**src/rtl/bp_me_burst_arbiter_pkg.sv**
```systemverilog
// Shared types and helpers for the BP memory-engine burst arbiter.
//
// Contents:
//   bp_mem_msg_e       memory message opcodes (bit position in payload masks)
//   bp_mem_msg_size_e  log2 of the message size in bytes
//   bp_mem_header_s    burst header carried on the header channel
//   burst_beats()      number of data beats a message of a given size occupies
package bp_me_burst_arbiter_pkg;

  localparam int paddr_width_gp = 40;

  typedef enum logic [3:0] {
    e_mem_msg_rd    = 4'd0,
    e_mem_msg_wr    = 4'd1,
    e_mem_msg_uc_rd = 4'd2,
    e_mem_msg_uc_wr = 4'd3,
    e_mem_msg_pre   = 4'd4
  } bp_mem_msg_e;

  typedef enum logic [2:0] {
    e_mem_msg_size_1   = 3'd0,
    e_mem_msg_size_2   = 3'd1,
    e_mem_msg_size_4   = 3'd2,
    e_mem_msg_size_8   = 3'd3,
    e_mem_msg_size_16  = 3'd4,
    e_mem_msg_size_32  = 3'd5,
    e_mem_msg_size_64  = 3'd6,
    e_mem_msg_size_128 = 3'd7
  } bp_mem_msg_size_e;

  typedef struct packed {
    logic [7:0]                tag;
    logic [paddr_width_gp-1:0] addr;
    bp_mem_msg_size_e          size;
    bp_mem_msg_e               msg_type;
  } bp_mem_header_s;

  // Messages smaller than one beat still take a full beat, and nothing may
  // exceed one cache block worth of beats.
  function automatic int unsigned burst_beats(input logic [2:0]  size,
                                              input int unsigned beat_bytes,
                                              input int unsigned max_beats);
    int unsigned bytes;
    int unsigned beats;
    bytes = 32'd1 << size;
    beats = bytes / beat_bytes;
    if (beats == 0) beats = 1;
    if (beats > max_beats) beats = max_beats;
    return beats;
  endfunction

endpackage

```
**src/rtl/bp_me_burst_arbiter_rr.sv**
```systemverilog
// Round-robin arbiter used to pick the next burst master on the header channel.
//
// Ports:
//   clk_i     clock
//   reset_i   synchronous active-high reset (pointer returns to num_req_p-1)
//   reqs_i    per-requester request vector
//   yumi_i    current winner was consumed; advance the pointer to it
//   grants_o  one-hot grant of the current winner (all zero when no request)
//   tag_o     index of the current winner
//   v_o       at least one request is present
module bp_me_burst_arbiter_rr
  #(parameter int num_req_p = 2,
    localparam int id_width_lp = $clog2(num_req_p))
  (input  logic                   clk_i,
   input  logic                   reset_i,
   input  logic [num_req_p-1:0]   reqs_i,
   input  logic                   yumi_i,
   output logic [num_req_p-1:0]   grants_o,
   output logic [id_width_lp-1:0] tag_o,
   output logic                   v_o);

  logic [id_width_lp-1:0] ptr_q, ptr_d;
  logic [id_width_lp-1:0] winner;
  logic                   found;
  int                     idx;

  // Search starts one past the last winner and wraps, so the most recent
  // winner has the lowest priority next time.
  always_comb begin
    winner = '0;
    found  = 1'b0;
    idx    = 0;
    for (int off = 1; off <= num_req_p; off++) begin
      idx = (int'(ptr_q) + off) % num_req_p;
      if (!found && reqs_i[id_width_lp'(idx)]) begin
        found  = 1'b1;
        winner = id_width_lp'(idx);
      end
    end
  end

  always_comb begin
    grants_o = '0;
    if (found) grants_o[winner] = 1'b1;
  end

  assign tag_o = winner;
  assign v_o   = found;

  always_comb begin
    ptr_d = ptr_q;
    if (yumi_i && found) ptr_d = winner;
  end

  always_ff @(posedge clk_i) begin
    if (reset_i) ptr_q <= id_width_lp'(num_req_p - 1);
    else         ptr_q <= ptr_d;
  end

endmodule

```
**src/rtl/bp_me_burst_arbiter.sv**
```systemverilog
// Shares one BP burst client channel (header + data) among several burst
// masters. Headers are arbitrated round-robin; a master whose message carries
// data stays locked until its last beat is forwarded, so streams never mix.
//
// Ports:
//   clk_i, reset_n_i                  clock, synchronous active-low reset
//   mem_header_i/_v_i/_ready_o        per-master header channels (slice i = master i)
//   mem_data_i/_v_i/_ready_o          per-master data channels
//   mem_header_o/_v_o/_ready_i        client header channel
//   mem_data_o/_v_o/_ready_i          client data channel
//   grant_id_o                        arbitration winner (idle) or locked master (data)
//   busy_o                            high while forwarding a data burst
module bp_me_burst_arbiter
  import bp_me_burst_arbiter_pkg::*;
  #(parameter int num_req_p         = 2,
    parameter int data_width_p      = 64,
    parameter int cce_block_width_p = 512,
    parameter int payload_mask_p    = 0,
    localparam int header_width_lp  = $bits(bp_mem_header_s),
    localparam int id_width_lp      = $clog2(num_req_p))
  (input  logic                                  clk_i,
   input  logic                                  reset_n_i,

   input  logic [num_req_p*header_width_lp-1:0]  mem_header_i,
   input  logic [num_req_p-1:0]                  mem_header_v_i,
   output logic [num_req_p-1:0]                  mem_header_ready_o,
   input  logic [num_req_p*data_width_p-1:0]     mem_data_i,
   input  logic [num_req_p-1:0]                  mem_data_v_i,
   output logic [num_req_p-1:0]                  mem_data_ready_o,

   output logic [header_width_lp-1:0]            mem_header_o,
   output logic                                  mem_header_v_o,
   input  logic                                  mem_header_ready_i,
   output logic [data_width_p-1:0]               mem_data_o,
   output logic                                  mem_data_v_o,
   input  logic                                  mem_data_ready_i,

   output logic [id_width_lp-1:0]                grant_id_o,
   output logic                                  busy_o);

  localparam int beat_bytes_lp = data_width_p / 8;
  localparam int max_beats_lp  = cce_block_width_p / data_width_p;
  localparam int cnt_width_lp  = $clog2(max_beats_lp) + 1;

  localparam logic [15:0] payload_mask_lp = 16'(payload_mask_p);

  localparam logic [0:0] e_idle = 1'b0;
  localparam logic [0:0] e_data = 1'b1;

  logic [0:0]              state_q, state_d;
  logic [id_width_lp-1:0]  lock_id_q, lock_id_d;
  logic [cnt_width_lp-1:0] beats_left_q, beats_left_d;

  logic [num_req_p-1:0]    arb_grants;
  logic [id_width_lp-1:0]  arb_tag;
  logic                    arb_v;
  logic [num_req_p-1:0]    lock_onehot;
  bp_mem_header_s          header_sel;
  logic [data_width_p-1:0] data_sel;
  logic                    in_idle, in_data;
  logic                    header_hs, data_hs;
  logic                    has_payload;
  logic [cnt_width_lp-1:0] nbeats;

  assign in_idle = (state_q == e_idle);
  assign in_data = (state_q == e_data);

  bp_me_burst_arbiter_rr #(.num_req_p(num_req_p)) rr_arb
    (.clk_i    (clk_i),
     .reset_i  (~reset_n_i),
     .reqs_i   (mem_header_v_i),
     .yumi_i   (header_hs),
     .grants_o (arb_grants),
     .tag_o    (arb_tag),
     .v_o      (arb_v));

  // One-hot muxes: header follows the live arbitration grant, data follows the lock.
  always_comb begin
    header_sel = '0;
    for (int i = 0; i < num_req_p; i++) begin
      if (arb_grants[i]) header_sel = header_sel | mem_header_i[i*header_width_lp +: header_width_lp];
    end
  end

  always_comb begin
    lock_onehot            = '0;
    lock_onehot[lock_id_q] = 1'b1;
  end

  always_comb begin
    data_sel = '0;
    for (int i = 0; i < num_req_p; i++) begin
      if (lock_onehot[i]) data_sel = data_sel | mem_data_i[i*data_width_p +: data_width_p];
    end
  end

  // Valids depend only on state and master valids, never on client readys.
  assign mem_header_o       = header_sel;
  assign mem_header_v_o     = reset_n_i & in_idle & arb_v;
  assign mem_header_ready_o = {num_req_p{reset_n_i & in_idle & mem_header_ready_i}} & arb_grants;
  assign mem_data_o         = data_sel;
  assign mem_data_v_o       = reset_n_i & in_data & mem_data_v_i[lock_id_q];
  assign mem_data_ready_o   = {num_req_p{reset_n_i & in_data & mem_data_ready_i}} & lock_onehot;
  assign grant_id_o         = in_idle ? arb_tag : lock_id_q;
  assign busy_o             = reset_n_i & in_data;

  assign header_hs   = mem_header_v_o & mem_header_ready_i;
  assign data_hs     = mem_data_v_o & mem_data_ready_i;
  assign has_payload = payload_mask_lp[header_sel.msg_type];
  assign nbeats      = cnt_width_lp'(burst_beats(header_sel.size, beat_bytes_lp, max_beats_lp));

  // beats_left counts remaining beats after the current one, so the beat
  // accepted while it reads zero closes the burst.
  always_comb begin
    state_d      = state_q;
    lock_id_d    = lock_id_q;
    beats_left_d = beats_left_q;
    case (state_q)
      e_idle: begin
        if (header_hs) begin
          lock_id_d = arb_tag;
          if (has_payload) begin
            state_d      = e_data;
            beats_left_d = nbeats - cnt_width_lp'(1);
          end
        end
      end
      e_data: begin
        if (data_hs) begin
          if (beats_left_q == '0) state_d = e_idle;
          else                    beats_left_d = beats_left_q - cnt_width_lp'(1);
        end
      end
      default: state_d = e_idle;
    endcase
  end

  always_ff @(posedge clk_i) begin
    if (!reset_n_i) begin
      state_q      <= e_idle;
      lock_id_q    <= '0;
      beats_left_q <= '0;
    end else begin
      state_q      <= state_d;
      lock_id_q    <= lock_id_d;
      beats_left_q <= beats_left_d;
    end
  end

endmodule
```
**config.mk**
```make
export PLATFORM = sky130hd
export DESIGN_NAME = bp_me_burst_arbiter
export DESIGN_NICKNAME = d
export VERILOG_FILES = /design/src/rtl/bp_me_burst_arbiter_pkg.sv /design/src/rtl/bp_me_burst_arbiter_rr.sv /design/src/rtl/bp_me_burst_arbiter.sv
export SDC_FILE = /design/constraint.sdc
export NUM_CORES = 1
export LEC_CHECK = 0
export ABC_AREA = 1
export CORE_AREA = 3 3 142 144
export CTS_CLUSTER_DIAMETER = 40
export DETAILED_ROUTE_END_ITERATION = 6
export DIE_AREA = 0 0 145 147
export GPL_TIMING_DRIVEN = 0
export HOLD_SLACK_MARGIN = 0.1
export SLEW_MARGIN = 20
export SYNTH_ARGS = -nofsm -noshare
export SYNTH_HDL_FRONTEND = slang
export SYNTH_SLANG_ARGS = --single-unit
```
**constraint.sdc**
```tcl
create_clock -name clk_i -period 1.4 [get_ports clk_i]
set_input_delay 0.14 -clock clk_i [delete_from_list [all_inputs] [get_ports clk_i]]
set_output_delay 0.14 -clock clk_i [all_outputs]
set_load 0.1 [all_outputs]
```
==> results.py, run 1 <==
metrics = {
    "synthesis": {
        "synthesis.area_um2": 2120,
        "postSynthAreaPerCell_um2": 4.52,
        "synth.net_count": 715,
        "synth_instances": 468,
        "yosys_register_bits": 7,
        "post-synth-top-area-fraction_pct": 46.8,
        "synth_sequential_area_ratio_pct": 6.62,
        "netlist_top_cells_area": "sky130_fd_sc_hd__nand2_1 (47%), sky130_fd_sc_hd__nand3_1 (27%), sky130_fd_sc_hd__dfxtp_1 (6.6%)",
        "yosysUniqueCellTypes": 22,
        "ys.warnings.count": 0,
        "yosys.area.top_type": "sky130_fd_sc_hd__nand2_1",
    },
    "routing": {
        "wire_per_inst_um": 18.5,
        "routed-via-count": 4803,
        "drt-initial-drc-count": 122,
        "drt_wl_total_um": 21000,
        "drt_first_pass_iters": 4,
        "detail-route-antenna-nets": 0,
        "vias_cell": 4.23,
        "drc_violation_count_after_routing": 0,
    },
    "floorplanning": {
        "fp.dieW_um": 145,
        "boundaryPins": 373,
        "design.core.area_um2": 18800,
        "rows": 50,
        "fp.dieArea_um2": 21300,
        "die_ht_um": 147,
        "start_util_pct": 11.2,
    },
    "placement": {
        "hpwlAfterDp_um": 15100,
        "buffer_ports.inserted": 371,
        "gp_congestion": 0.834,
        "placed_cell_area_um2": 6980,
    },
    "critical_path": {
        "ff2ff_setup_slack_ps": -130,
        "worstSetupEndpoint": "beats_left_q[2]",
        "crit_path_cell_trace": "buf_12 > nand3_4 > nand2_4 > nor2_4 > a21boi_2 > ha_4 > inv_1 > nand2_1 > nand3_1 > nand2_1 > inv_1",
        "worstPathRequired_ps": 1530,
        "cp.buffers_inverters": 3,
        "longest_individual_stage_delay_on_the_worst_path_ps": 410,
        "setup.worst_path.start": "rr_arb.ptr_q",
        "timing.reg2reg.worst_path_depth": 11,
        "cp_data_arrival_time_ps": 1660,
        "critPathSlowestCell": "sky130_fd_sc_hd__dfxtp_4",
        "critical_path.reg2reg.endpoint": "beats_left_q[2]",
        "start_kind": "flip-flop",
        "critical_path_peak_fanout": 5,
        "worst-setup-path-type": "reg2reg",
        "critPathTopFamily": "simple AND/OR/NAND/NOR gates",
        "worstSetupPathDepth": 11,
        "rr_startpoint": "rr_arb.ptr_q",
        "endpoint_kind": "flip-flop",
    },
    "timing": {
        "fin_crit_ps": 1530,
        "relSlewSlack_pct": 80.5,
        "max_freq_mhz": 652,
        "tightest_slew_ps": 295,
        "finalSetupViolations": 109,
        "fin_ws_ps": -135,
        "min_period_over_period_pct": 110,
        "slew_violations": 0,
        "timing.final.hold_violations": 0,
        "rsz0062_at_grt": "true",
        "skew_ps": 1.10,
    },
    "grt": {
        "number_of_global_route_vias_before_repair": 4591,
        "grt_max_degree": 11,
        "grt_met2_use_pct": 30.2,
        "gr-usage-met3_pct": 4.60,
        "busiest_layer": "met2",
        "grt_antenna_before_repair": 0,
        "met1_usage_pct": 17.8,
        "grt-ovfl-total": 0,
        "grtUsageTotal_pct": 15.9,
        "first_pass_grt_wire_length_um": 27000,
    },
    "finish": {
        "final_cell_mix": "sky130_fd_sc_hd__clkdlybuf4s50_1 (242), sky130_fd_sc_hd__nand2_4 (142), sky130_fd_sc_hd__buf_12 (134)",
        "fillers": 1600,
        "area_growth_pct": 379,
        "finished_cell_area_um2": 10100,
        "mostFrequentLayoutCell": "sky130_fd_sc_hd__clkdlybuf4s50_1",
        "final_nets": 1123,
        "post_route_cells_drive_above_1_share_pct": 58.2,
        "layout.core_utilization_pct": 53.8,
        "insertedDiodeCount": 0,
    },
    "power_and_ir_drop": {
        "p_leak_nw": 4.25,
        "vdd.ir_drop.worst_mv": 0.399,
        "power_density_nw_per_um2": 612,
    },
    "clock_tree": {
        "cts_max_level": 1,
        "cts_max_path_buffers": 2,
        "cts.sink_count": 7,
        "tritoncts": "yes",
        "clock_latency_ps": 230,
        "numCtsBuffers": 3,
        "cts_root_buffer": "sky130_fd_sc_hd__clkbuf_16",
        "clk_pin_slew_ps": 40,
    },
    "run": {
        "cap_violations": 0,
    },
    "status": {
        "outcome": "finished with violations",
        "failing_checks": "negative setup slack",
    },
    "hold_path": {
        "holdCritPathClass": "in2reg",
    },
}
[where the power goes]
group          internal, mW  total, mW  switching, mW
registers             0.200      0.212         0.0118
logic                  2.24       5.49           3.25
clock network         0.380      0.500          0.120
total                  2.82       6.20           3.38
[kinds of logic after synthesis]
logic type,synth area share [%]
compound gates,4.14
fa+ha+maj,0.591
buf+inv,10.2
flops,6.62
simple gates,78.4
[Yosys cell counts]
cell and n:
sky130_fd_sc_hd__ha_1 1, sky130_fd_sc_hd__dfxtp_1 7, sky130_fd_sc_hd__nor3_4 1, sky130_fd_sc_hd__nand3_1 114, sky130_fd_sc_hd__buf_2 9, sky130_fd_sc_hd__nand2_1 264, sky130_fd_sc_hd__nor2_8 1, sky130_fd_sc_hd__o21ai_0 1
sky130_fd_sc_hd__a21oi_1 5, sky130_fd_sc_hd__a21oi_2 2, sky130_fd_sc_hd__inv_4 1, sky130_fd_sc_hd__buf_4 1, sky130_fd_sc_hd__o21ai_1 5, sky130_fd_sc_hd__a211oi_1 1, sky130_fd_sc_hd__nor2_1 8, sky130_fd_sc_hd__inv_2 2
sky130_fd_sc_hd__inv_1 11, sky130_fd_sc_hd__nand2_4 2, sky130_fd_sc_hd__buf_1 15, sky130_fd_sc_hd__nor3_1 2, sky130_fd_sc_hd__clkbuf_1 14, sky130_fd_sc_hd__a21boi_1 1
[worst min-delay path by stage]
stage / from / cells past startpoint / endpoint
floorplan: reset_n_i / 2 / beats_left_q[0]
global placement: beats_left_q[0] / 2 / beats_left_q[0]
detailed placement: beats_left_q[0] / 2 / beats_left_q[0]
CTS: beats_left_q[0] / 2 / beats_left_q[0]
global route: reset_n_i / 3 / beats_left_q[3]
finish: reset_n_i / 3 / beats_left_q[3]
[cell type report]
class                   instances  area, um^2  share of cell area [%]
repair buffers                405        5430                    53.6
multi-input cells             408        3530                    34.8
plain buffers                  37         551                    5.43
well taps                     260         325                    3.21
flip-flops and latches          7         151                    1.49
clock buffers                   4        78.8                   0.778
inverters                      14        67.6                   0.667
[registers in the layout (all words and copies together) (netlist names)]
signal and cells:
in_data 1, lock_id_q 1, beats_left_q 4, rr_arb.ptr_q 1
[metrics by stage]
| stage | hold slack (ps) | setup TNS (ps) | setup WS [ps] | power (mW) | std cells |
|---|---|---|---|---|---|
| after CTS | 481 | -9000 | -123 | 5.71 | 1109 |
| final | 274 | -8340 | -135 | 6.20 | 1135 |
| after detailed placement | 476 | -181340 | -1770 | 4.37 | 1099 |
| after floorplan | 282 | -4480 | -553 | 2.95 | 468 |
| after global routing | 302 | -14450 | -184 | 6.38 | 1135 |
| after global placement | 468 | -181360 | -1750 | 4.37 | 1099 |
[worst reg2reg max path, cell delays in order (launching register included)]
cell and delay [ps]:
sky130_fd_sc_hd__dfxtp_4 410, sky130_fd_sc_hd__buf_12 160, sky130_fd_sc_hd__nand3_4 70, sky130_fd_sc_hd__nand2_4 90
sky130_fd_sc_hd__nor2_4 50, sky130_fd_sc_hd__a21boi_2 190, sky130_fd_sc_hd__ha_4 160, sky130_fd_sc_hd__inv_1 30
sky130_fd_sc_hd__nand2_1 60, sky130_fd_sc_hd__nand3_1 90, sky130_fd_sc_hd__nand2_1 80, sky130_fd_sc_hd__inv_1 40
[per-layer routing]
metal,routed length (um),vias to the layer above
met4,478,0
met5,0,-
li1,-,2320
met2,11400,246
met1,7490,2215
met3,1610,22
[what timing repair did]
| item | 4_1_cts | 5_1_grt |
|---|---|---|
| hold buffers | 0 | 0 |
| gates cloned | 2 | 15 |
| endpoints found under the setup margin | 133 | 127 |
| setup buffers | 4 | 14 |
| pin swaps | 2 | 43 |
| gates resized for setup | 1226 | 292 |
Note: power is estimated with default switching activity, not from simulation.
==> inputs of run 2 (changes only) <==
--- a/config.mk
+++ b/config.mk
@@ -6,10 +6,12 @@
 export NUM_CORES = 1
 export LEC_CHECK = 0
 export ABC_AREA = 1
-export CORE_AREA = 3 3 142 144
+export CAP_MARGIN = 25
+export CORE_AREA = 3 3 146 148
 export CTS_CLUSTER_DIAMETER = 40
 export DETAILED_ROUTE_END_ITERATION = 6
-export DIE_AREA = 0 0 145 147
+export DIE_AREA = 0 0 149 151
+export DONT_BUFFER_PORTS = 1
 export GPL_TIMING_DRIVEN = 0
 export HOLD_SLACK_MARGIN = 0.1
 export SLEW_MARGIN = 20
==> results.py, run 2 (synthesis gave the netlist of run 1 again) <==
metrics = {
    "floorplanning": {
        "rows": 52,
        "start_util_pct": 10.5,
        "fp.dieArea_um2": 22500,
        "fp.dieW_um": 149,
        "boundaryPins": 373,
        "die_ht_um": 151,
        "design.core.area_um2": 20200,
    },
    "critical_path": {
        "critical_path_peak_fanout": 4,
        "start_kind": "flip-flop",
        "worstPathRequired_ps": 1260,
        "endpoint_kind": "output port",
        "timing.reg2reg.worst_path_depth": 4,
        "cp_data_arrival_time_ps": 1910,
        "worst-setup-path-type": "reg2out",
    },
    "placement": {
        "gp_congestion": 0.783,
        "hpwlAfterDp_um": 13300,
        "buffer_ports.inserted": 0,
    },
    "timing": {
        "max_freq_mhz": 487,
        "rsz0062_at_grt": "true",
        "slew_violations": 0,
        "fin_ws_ps": -654,
        "skew_ps": 3.30,
        "min_period_over_period_pct": 147,
        "fin_crit_ps": 2050,
        "timing.final.hold_violations": 0,
        "tightest_slew_ps": 1060,
        "relSlewSlack_pct": 29.3,
        "finalSetupViolations": 108,
    },
    "clock_tree": {
        "tritoncts": "yes",
        "cts_max_level": 1,
        "numCtsBuffers": 3,
        "cts_root_buffer": "sky130_fd_sc_hd__clkbuf_16",
        "cts.sink_count": 7,
        "clk_pin_slew_ps": 40,
        "clock_latency_ps": 230,
        "cts_max_path_buffers": 2,
    },
    "power_and_ir_drop": {
        "power.combinational.fraction_pct": 85.9,
        "power_frac_seq_pct": 4.2,
        "power_density_nw_per_um2": 627,
        "switching_fraction_of_total_power_pct": 67.4,
        "share_clk_of_total_power_pct": 10.0,
        "power.switching_mw": 3.35,
        "internal_power_mw": 1.62,
        "vdd.ir_drop.worst_mv": 0.343,
        "totalPowerFinal_mw": 4.96,
        "p_leak_nw": 2.74,
    },
    "grt": {
        "grt-ovfl-total": 0,
        "first_pass_grt_wire_length_um": 26600,
        "grt_antenna_before_repair": 0,
        "number_of_global_route_vias_before_repair": 3899,
        "grt_max_degree": 11,
        "grtUsageTotal_pct": 15.8,
    },
    "finish": {
        "insertedDiodeCount": 0,
        "largest_register_ffs": 4,
        "area_growth_pct": 274,
        "post_route_cells_drive_above_1_share_pct": 85.4,
        "final_nets": 789,
        "layout.core_utilization_pct": 39.3,
        "largest-register": "beats_left_q",
        "mostFrequentLayoutCell": "sky130_fd_sc_hd__nand2_8",
        "seq_area_um2": 151,
        "final_cell_mix": "sky130_fd_sc_hd__nand2_8 (150), sky130_fd_sc_hd__nand3_4 (72), sky130_fd_sc_hd__nand2_2 (57)",
        "total_area_of_multi_input_combinational_cells_um2": 5600,
        "fillers": 1816,
    },
    "run": {
        "cap_violations": 0,
    },
    "routing": {
        "drt-initial-drc-count": 39,
        "drt_first_pass_iters": 4,
        "detail-route-antenna-nets": 0,
        "drc_violation_count_after_routing": 0,
        "vias_cell": 4.45,
        "wire_per_inst_um": 24.4,
        "routed-via-count": 3612,
        "drt_wl_total_um": 19800,
    },
    "hold_path": {
        "holdPathStages": 3,
        "holdCritPathClass": "in2reg",
    },
    "status": {
        "outcome": "finished with violations",
        "failing_checks": "negative setup slack",
    },
}
-- run 2: power by group through the flow --
stage	clock (mW)	combinational [mW]	sequential, mW
after CTS	0.501	4.10	0.207
after floorplan	0	2.74	0.209
final	0.494	4.26	0.206
after global routing	0.513	4.38	0.207
after detailed placement	0	2.97	0.211
after global placement	0	2.96	0.211
-- run 2: area by class of cell --
class,count,area share [%]
plain buffers,33,6.24
clock buffers,4,0.996
inverters,14,0.838
multi-input cells,408,70.7
flip-flops and latches,7,1.91
well taps,270,4.27
repair buffers,75,15.1
-- run 2: repair_timing --
action	in CTS	in global routing
resized for setup	602	103
buffers inserted	43	17
endpoints found under the hold margin	3	0
cloned	11	3
hold buffers	1	0
setup endpoints to repair	132	131
pin swaps	130	94
-- run 2: critical path: stages, from the launching register on --
cell                      delay, ps
sky130_fd_sc_hd__dfxtp_4        360
sky130_fd_sc_hd__nor2_4         520
sky130_fd_sc_hd__nand2_4        150
sky130_fd_sc_hd__buf_12         170
sky130_fd_sc_hd__nor2_4         480
-- run 2: path summary, 6_finish.rpt --
| kind | from | to | slack [ps] |
|---|---|---|---|
| worst max-delay path | in_data | mem_header_ready_o[1] | -650 |
| worst min-delay path | mem_data_ready_i | in_data | 110 |
| worst min register to register | beats_left_q[0] | beats_left_q[0] | 480 |
| worst max register to register | in_data | lock_id_q | -410 |
-- run 2: through the flow --
step / setup TNS [ps] / area (um^2) / worst slack, ps / hold WS (ps) / cells
detailed placement: -53480 / 3320 / -809 / 298 / 739
finish: -23140 / 7920 / -654 / 107 / 811
CTS: -24210 / 7290 / -730 / 100 / 797
global placement: -50920 / 3280 / -986 / 288 / 738
floorplan: -4480 / 2940 / -553 / 282 / 468
global route: -27700 / 7920 / -684 / 129 / 811
-- run 2: metal layers --
metal	routed length (um)	GRT usage, %	share of wire [%]	up-vias
li1	-	-	-	1659
met3	1720	3.65	8.7	29
met5	0	0	0	-
met1	6600	17.2	33	1677
met4	659	4.85	3.3	0
met2	10800	30.3	55	247
==> inputs of run 3 (changes only) <==
--- a/config.mk
+++ b/config.mk
@@ -7,10 +7,10 @@
 export LEC_CHECK = 0
 export ABC_AREA = 1
 export CAP_MARGIN = 25
-export CORE_AREA = 3 3 146 148
+export CORE_AREA = 2 2 145 147
 export CTS_CLUSTER_DIAMETER = 40
 export DETAILED_ROUTE_END_ITERATION = 6
-export DIE_AREA = 0 0 149 151
+export DIE_AREA = 0 0 147 149
 export DONT_BUFFER_PORTS = 1
 export GPL_TIMING_DRIVEN = 0
 export HOLD_SLACK_MARGIN = 0.1
==> constraint.sdc (replaced) <==
create_clock -name clk_i -period 1.4 [get_ports clk_i]
set_input_delay 0.14 -clock clk_i [delete_from_list [all_inputs] [get_ports clk_i]]
set_output_delay 0.14 -clock clk_i [all_outputs]
set_load 0.05 [all_outputs]
==> results.py, run 3 (synthesis gave the netlist of run 1 again) <==
metrics = {
    "status": {
        "outcome": "finished with violations",
        "failing_checks": "negative setup slack",
    },
    "critical_path": {
        "worstPathRequired_ps": 1260,
        "critical_path_peak_fanout": 5,
        "ff2ff_setup_slack_ps": -270,
        "worst-setup-path-type": "reg2out",
        "start_kind": "flip-flop",
        "timing.reg2reg.worst_path_depth": 7,
        "endpoint_kind": "output port",
        "cp_data_arrival_time_ps": 1550,
    },
    "routing": {
        "drt_first_pass_iters": 4,
        "routed-via-count": 3662,
        "wire_per_inst_um": 24.4,
        "vias_cell": 4.56,
        "drt-initial-drc-count": 86,
        "drc_violation_count_after_routing": 0,
        "drt_wl_total_um": 19600,
        "detail-route-antenna-nets": 0,
    },
    "placement": {
        "gp_congestion": 0.923,
        "buffer_ports.inserted": 0,
        "numPlacedInstances": 743,
        "hpwlAfterDp_um": 12700,
        "dp_worst_setup_slack_ps": -645,
    },
    "floorplanning": {
        "start_util_pct": 10.3,
        "die_ht_um": 149,
        "boundaryPins": 373,
        "rows": 53,
        "fp.dieW_um": 147,
        "fp.dieArea_um2": 21900,
        "design.core.area_um2": 20600,
    },
    "grt": {
        "grt_max_degree": 11,
        "grt-ovfl-total": 0,
        "number_of_global_route_vias_before_repair": 3728,
        "grt_antenna_before_repair": 2,
        "grtUsageTotal_pct": 15.1,
        "first_pass_grt_wire_length_um": 24300,
    },
    "finish": {
        "post_route_cells_drive_above_1_share_pct": 80.5,
        "fillers": 1900,
        "largest_register_ffs": 4,
        "mostFrequentLayoutCell": "sky130_fd_sc_hd__nand2_8",
        "final_cell_mix": "sky130_fd_sc_hd__nand2_8 (128), sky130_fd_sc_hd__nand2_4 (71), sky130_fd_sc_hd__nand3_4 (63)",
        "largest-register": "beats_left_q",
        "fin_cells": 803,
        "area_growth_pct": 252,
        "final_nets": 775,
    },
    "timing": {
        "slew_violations": 0,
        "fin_crit_ps": 1690,
        "max_freq_mhz": 591,
        "skew_ps": 1.09,
        "min_period_over_period_pct": 121,
        "finalSetupViolations": 105,
        "fin_ws_ps": -291,
        "rsz0062_at_grt": "true",
        "relSlewSlack_pct": 56.8,
        "timing.final.hold_violations": 0,
        "tightest_slew_ps": 646,
    },
    "power_and_ir_drop": {
        "power.combinational.fraction_pct": 81.6,
        "totalPowerFinal_mw": 3.80,
        "vdd.ir_drop.worst_mv": 0.481,
        "power_density_nw_per_um2": 510,
        "p_leak_nw": 2.74,
        "power_frac_seq_pct": 5.5,
        "share_clk_of_total_power_pct": 12.9,
        "power.switching_mw": 2.23,
        "switching_fraction_of_total_power_pct": 58.6,
        "internal_power_mw": 1.57,
    },
    "hold_path": {
        "holdCritPathClass": "in2reg",
        "holdPathStages": 2,
    },
    "clock_tree": {
        "tritoncts": "yes",
        "clk_pin_slew_ps": 40,
        "cts.sink_count": 7,
        "cts_max_level": 1,
        "clock_latency_ps": 230,
        "numCtsBuffers": 3,
        "cts_max_path_buffers": 2,
        "cts_root_buffer": "sky130_fd_sc_hd__clkbuf_16",
    },
    "run": {
        "cap_violations": 0,
    },
}
run 3: cell count changes in the layout (fill, tap and decap cells not counted), moves of 4 or more:
cell,delta
sky130_fd_sc_hd__nand3_4,-9
sky130_fd_sc_hd__nand2_2,-48
sky130_fd_sc_hd__nand2_4,+53
sky130_fd_sc_hd__buf_4,-6
sky130_fd_sc_hd__nand3_1,+6
sky130_fd_sc_hd__buf_12,-13
sky130_fd_sc_hd__clkbuf_16,+4
sky130_fd_sc_hd__buf_16,-4
sky130_fd_sc_hd__nand2_8,-22
sky130_fd_sc_hd__buf_6,+5
sky130_fd_sc_hd__nand2_1,+17
run 3: per-layer routing:
layer	track usage [%]	routed length, um	vias up
met5	0	8	-
met4	6.25	699	2
met3	3.49	1540	36
met2	29.4	10800	263
met1	15.5	6610	1717
li1	-	-	1644
run 3: through the flow:
stage	hold WS [ps]	TNS, ps	cell area (um^2)	utilization [%]
finish	142	-15110	7450	36.3
global route	155	-18860	7450	36.3
CTS	111	-10260	6210	30.2
detailed placement	291	-42520	2770	13.5
global placement	286	-41400	2770	13.5
floorplan	280	-569	2420	-
run 3: timing repair:
item,in CTS,in global routing
gates cloned,11,6
buffers inserted,27,23
gates resized for setup,586,217
endpoints found under the hold margin,3,0
pin swaps,102,95
endpoints found under the setup margin,130,128
hold buffers,1,0
run 3: power groups by stage:
stage               Clock (mW)  Combinational, mW  Sequential [mW]
finish                   0.490               3.10            0.208
global route             0.511               3.21            0.208
CTS                      0.495               2.74            0.210
detailed placement           0               1.74            0.211
floorplan                    0               1.51            0.209
global placement             0               1.73            0.211
run 3: final timing paths:
path / from / to
min: reset_n_i / lock_id_q
max: rr_arb.ptr_q / mem_header_o[37]
min reg2reg: beats_left_q[0] / beats_left_q[0]
max reg2reg: in_data / beats_left_q[0]
run 3: cell type report:
class / count / area [um^2] / share of cell area (%)
repair buffers: 59 / 906 / 12.2
clock buffers: 4 / 78.8 / 1.06
inverters: 14 / 71.3 / 0.957
flip-flops and latches: 7 / 151 / 2.03
well taps: 275 / 344 / 4.62
multi-input cells: 408 / 5410 / 72.6
plain buffers: 35 / 488 / 6.55
diodes: 1 / 2.50 / 0.0336
run 3: critical path, cell delays in order, from the launching register on:
cell	delay, ps
sky130_fd_sc_hd__dfxtp_4	370
sky130_fd_sc_hd__buf_12	140
sky130_fd_sc_hd__buf_4	120
sky130_fd_sc_hd__buf_6	110
sky130_fd_sc_hd__buf_12	130
sky130_fd_sc_hd__buf_16	140
sky130_fd_sc_hd__buf_12	130
sky130_fd_sc_hd__nand3_4	70
sky130_fd_sc_hd__nand2_8	110
